### config.mk
export PLATFORM = sky130hd
export DESIGN_NAME = scan_decoder
export DESIGN_NICKNAME = d
export VERILOG_FILES = /design/src/rtl/scan_decoder_pkg.sv /design/src/rtl/onehot_dec.sv /design/src/rtl/scan_decoder.sv
export SDC_FILE = /design/constraint.sdc
export NUM_CORES = 1
export LEC_CHECK = 0
export ABC_AREA = 1
export ABC_CLOCK_PERIOD_IN_PS = 1900
export BUFFER_PORTS_ARGS = -buffer_cell sky130_fd_sc_hd__buf_4
export CAP_MARGIN = 10
export CORE_MARGIN = 10
export CORE_UTILIZATION = 52
export CTS_BUF_LIST = sky130_fd_sc_hd__clkbuf_8
export DETAILED_ROUTE_END_ITERATION = 8
export PLACE_DENSITY = 0.8
export SETUP_SLACK_MARGIN = 0.05
export SYNTH_ARGS = -nofsm -noshare
export SYNTH_HDL_FRONTEND = slang
export SYNTH_SLANG_ARGS = --single-unit
### constraint.sdc
create_clock -name clk_i -period 1.9 [get_ports clk_i]
set_clock_uncertainty 0.2 [all_clocks]
set_input_delay 0.19 -clock clk_i [delete_from_list [all_inputs] [get_ports clk_i]]
set_output_delay 0.19 -clock clk_i [all_outputs]
set_load 0.02 [all_outputs]
### src/rtl/scan_decoder_pkg.sv
// Shared definitions for the scan decoder: FSM state encoding and mode constants.
package scan_decoder_pkg;

  typedef enum logic [1:0] {
    StIdle   = 2'd0,
    StDirect = 2'd1,
    StScan   = 2'd2
  } state_e;

  localparam logic MODE_DIRECT = 1'b0;
  localparam logic MODE_SCAN   = 1'b1;

endpackage

### src/rtl/onehot_dec.sv
// Combinational binary-to-one-hot decoder.
// Ports:
//   code_i   - SEL_W-bit select code
//   onehot_o - 2**SEL_W-bit one-hot vector, bit code_i set
// The top code bit enables either the upper or the lower half, each half being a decode of
// the remaining lower bits.
module onehot_dec #(
  parameter int unsigned SEL_W = 3,
  localparam int unsigned OUT_W = 2 ** SEL_W
) (
  input  logic [SEL_W-1:0] code_i,
  output logic [OUT_W-1:0] onehot_o
);

  if (SEL_W == 1) begin : g_leaf
    assign onehot_o = {code_i[0], ~code_i[0]};
  end else begin : g_split
    localparam int unsigned HalfW = OUT_W / 2;

    logic [HalfW-1:0] lower;
    assign lower = HalfW'(1) << code_i[SEL_W-2:0];

    assign onehot_o = {lower & {HalfW{code_i[SEL_W-1]}},
                       lower & {HalfW{~code_i[SEL_W-1]}}};
  end

endmodule

### src/rtl/scan_decoder.sv
// One-hot output driver with two modes: DIRECT decodes a supplied code, SCAN walks the active
// bit through all outputs, advancing one index every PERIOD clocks.
// Ports:
//   clk_i, rst_ni - clock, asynchronous active-low reset
//   en_i          - block enable; low returns to idle with all outputs cleared
//   mode_i        - 0 direct, 1 scan
//   in_valid_i    - in_sel_i carries a code (direct mode)
//   in_sel_i      - code to decode
//   in_ready_o    - code accepted this cycle when in_valid_i is high
//   dec_out_o     - registered one-hot output, or zero when inactive
//   cur_sel_o     - index of the active dec_out_o bit
//   wrap_o        - one-cycle pulse on the first cycle after the scan index wraps to 0
module scan_decoder
  import scan_decoder_pkg::*;
#(
  parameter int unsigned SEL_W  = 3,
  parameter int unsigned PERIOD = 4,
  localparam int unsigned OUT_W = 2 ** SEL_W
) (
  input  logic             clk_i,
  input  logic             rst_ni,
  input  logic             en_i,
  input  logic             mode_i,
  input  logic             in_valid_i,
  input  logic [SEL_W-1:0] in_sel_i,
  output logic             in_ready_o,
  output logic [OUT_W-1:0] dec_out_o,
  output logic [SEL_W-1:0] cur_sel_o,
  output logic             wrap_o
);

  localparam int unsigned DivW = (PERIOD > 1) ? $clog2(PERIOD) : 1;
  localparam logic [DivW-1:0] DivMax = DivW'(PERIOD - 1);
  localparam logic [SEL_W-1:0] SelMax = {SEL_W{1'b1}};

  state_e           state_q, state_d;
  logic [DivW-1:0]  div_q, div_d;
  logic [SEL_W-1:0] sel_q, sel_d;
  logic [OUT_W-1:0] dec_q, dec_d;
  logic             wrap_q, wrap_d;
  logic             dec_load, dec_clear;
  logic [OUT_W-1:0] dec_next;

  always_comb begin
    state_d    = state_q;
    div_d      = '0;
    sel_d      = sel_q;
    wrap_d     = 1'b0;
    dec_load   = 1'b0;
    dec_clear  = 1'b0;
    in_ready_o = en_i & (mode_i == MODE_DIRECT);

    if (!en_i) begin
      state_d   = StIdle;
      sel_d     = '0;
      dec_clear = 1'b1;
    end else if (mode_i == MODE_SCAN) begin
      state_d  = StScan;
      dec_load = 1'b1;
      if (state_q != StScan) begin
        // Fresh scan always starts at index 0 with a cleared divider.
        sel_d = '0;
      end else if (div_q == DivMax) begin
        sel_d  = sel_q + SEL_W'(1);
        wrap_d = (sel_q == SelMax);
      end else begin
        div_d = div_q + DivW'(1);
      end
    end else begin
      // Direct: hold the previous output (zero from idle, last index from scan) until a code
      // is accepted.
      state_d = StDirect;
      if (in_valid_i) begin
        sel_d    = in_sel_i;
        dec_load = 1'b1;
      end
    end
  end

  onehot_dec #(
    .SEL_W(SEL_W)
  ) u_onehot_dec (
    .code_i  (sel_d),
    .onehot_o(dec_next)
  );

  always_comb begin
    dec_d = dec_q;
    if (dec_clear) begin
      dec_d = '0;
    end else if (dec_load) begin
      dec_d = dec_next;
    end
  end

  always_ff @(posedge clk_i or negedge rst_ni) begin
    if (!rst_ni) begin
      state_q <= StIdle;
      div_q   <= '0;
      sel_q   <= '0;
      dec_q   <= '0;
      wrap_q  <= 1'b0;
    end else begin
      state_q <= state_d;
      div_q   <= div_d;
      sel_q   <= sel_d;
      dec_q   <= dec_d;
      wrap_q  <= wrap_d;
    end
  end

  assign dec_out_o = dec_q;
  assign cur_sel_o = sel_q;
  assign wrap_o    = wrap_q;

endmodule
==> flow_metrics.tcl <==
set metrics [dict create \
    outcome "finished clean" \
    crit_fanout 4 \
    synth_area_um2 770.7 \
    synth_cell_types 12 \
    synth_flop_cell "dfrtp_1" \
    tns_ns 0 \
    postSynthCellCount 100 \
    post_cts_buffers 0 \
    antenna_left 0 \
    min_delay_path_depth 3 \
    grt_pass1_wl_um 2856 \
    clk-insertion-delay-late_ns 0.25 \
    dpl.hpwl_um 1285 \
    cts_tree "built" \
    ir_drop_mv 0.6427 \
    drive_gt1_share_pct 26.98 \
    ys_ff_latch 16 \
    initial_utilization_pct 57.09 \
    cts_buffer_depth 2 \
    cts-root-buf "clkbuf_8" \
    r2r_cells 10 \
    synth_warnings 0 \
    ioPinCount 21 \
    async_reset_ff_share_pct 100.0 \
    drt_iter0_drc 7 \
    synth_commonest_cells "nand2_1, dfrtp_1, inv_1" \
    path_class "register to register" \
    gr-total-overflow 0 \
    core_area_um2 1350 \
    required_ns 1.84 \
    hold_path.class "input pin to register" \
    power_leakage_nw 0.6053 \
    io_buffers 20 \
    synth_most_common_cell "nand2_1" \
    die_h_um 58.50 \
    grt_usage_pct 10.98 \
    syn_nets 111 \
    maxSlewViolCount 0 \
    layout_min_cycle_time_ns 1.704 \
    syn_avg_cell_area_um2 7.707 \
    area_growth_pct 31.66 \
    htreeDepth 1 \
    multiInputGateArea_um2 302.8 \
    rows 13 \
    hold_ws_ns 0.04421 \
    antenna_found_initial 0 \
    die_w_um 58.50 \
    worstPathArrival_ns 1.65 \
    wl_um 1679 \
    p_per_area_nw_per_um2 729.8 \
    synth-edff-count 0 \
    tightest_slew_ns 0.2257 \
    maxCapViolCount 0 \
    post_drt_wl_per_cell_um 11.91 \
    num_antenna_cells 0 \
    postLayoutCoreUtil_pct 75.16 \
    vias_per_cell 4.709 \
    drc 0 \
    die_area_um2 3422 \
    clock_sinks 16 \
    finalSetupViolCount 0 \
    clk_pin_slew_ns 0.06 \
    dr.pass1.iters 5 \
    finalCritPeriodShare_pct 89.68 \
    hold_viol 0 \
    seq_area_frac_synth_pct 51.95 \
    fillCellCount 96 \
    fmax_mhz 586.9 \
    yosysTopAreaCell "dfrtp_1" \
    synth_top_area_share_pct 51.95 \
    grt_pass1_vias 642 \
    endpoint_kind "register" \
    grt_setup_unrepaired "no" \
    numCtsBuffers 3 \
    seq_area_um2 400.4 \
    route.vias.total 664 \
    start_kind "register" \
    gp_congestion 0.8456 \
    grt_max_degree 17 \
    relSlewSlack_pct 84.94 \
    ys_top_cells_by_area "dfrtp_1, nand2_1, inv_1" \
    nets 138 \
]
-- critical path: stages (launching register included) --
cell and delay (ns):
dfrtp_1 0.40, ha_1 0.21, ha_1 0.27, nand2_1 0.07
nand2_1 0.05, nand2_1 0.07, nand2_1 0.07, nand2_1 0.09
inv_2 0.05, nand2_1 0.06, nand2_1 0.05
-- sequential cells by signal (all words and copies together) (netlist names) --
register   flops
div_q          2
state_q        2
dec_out_o      8
wrap_o         1
cur_sel_o      3
-- routing by layer --
metal | part of all wire (%) | vias up | global-route usage [%]
met1 | 43 | 296 | 11.00
met2 | 47 | 18 | 17.45
met3 | 8.0 | 4 | 5.794
li1 | - | 346 | -
met4 | 2.6 | 0 | 7.047
met5 | 0 | - | 0
-- cell usage in the layout (no fill, tap or decap), drive strengths merged --
cell         Yosys  layout
nor2             9       9
nand2           47      47
nand3            4       4
dfrtp           16      16
buf              0      20
ha               3       3
o21ai            2       2
dlygate4sd3      0       2
inv             18      18
nor3             1       1
clkbuf           0       4
-- final timing paths --
kind	to	slack, ns	startpoint
setup reg to reg	dec_out_o[5]	0.20	cur_sel_o[0]
hold / removal	state_q[0]	0.04	en_i
max in group asynchronous	dec_out_o[4]	1.19	rst_ni
setup / recovery	dec_out_o[5]	0.20	cur_sel_o[0]
min in group asynchronous	div_q[1]	0.13	rst_ni
hold reg to reg	div_q[0]	0.24	div_q[0]
-- repair_timing --
action,in CTS,in global routing
hold endpoints to repair,17,0
resized for setup,0,0
hold buffers,2,0
-- power breakdown --
part	switching [mW]	internal (mW)
Combinational	0.0537	0.0355
Sequential	0.00613	0.351
Clock	0.111	0.184
Total	0.171	0.570
-- cell type report --
| type | count | area share [%] |
|---|---|---|
| Tap cell | 15 | 1.850 |
| Multi-Input combinational cell | 66 | 29.84 |
| Sequential cell | 16 | 39.46 |
| Inverter | 18 | 6.658 |
| Timing Repair Buffer | 22 | 16.77 |
| Clock buffer | 4 | 5.425 |
-- cell families after synthesis --
group | Yosys count | share of synthesized area [%]
compound gates | 2 | 1.299
fa+ha+maj | 3 | 4.871
buf+inv | 18 | 8.766
flops | 16 | 51.95
simple gates | 61 | 33.12
-- through the flow --
step | cells | setup slack, ns | area, µm² | total power [mW]
after floorplan | 100 | 0.2051 | 770.7 | 0.4077
after global placement | 135 | 0.2500 | 939.7 | 0.4467
after detailed placement | 135 | 0.1942 | 939.7 | 0.4490
after CTS | 141 | 0.1794 | 1015 | 0.7456
after global routing | 141 | 0.05061 | 1015 | 0.7754
final | 141 | 0.1960 | 1015 | 0.7405
No activity file was read; power rests on OpenSTA's default activity.
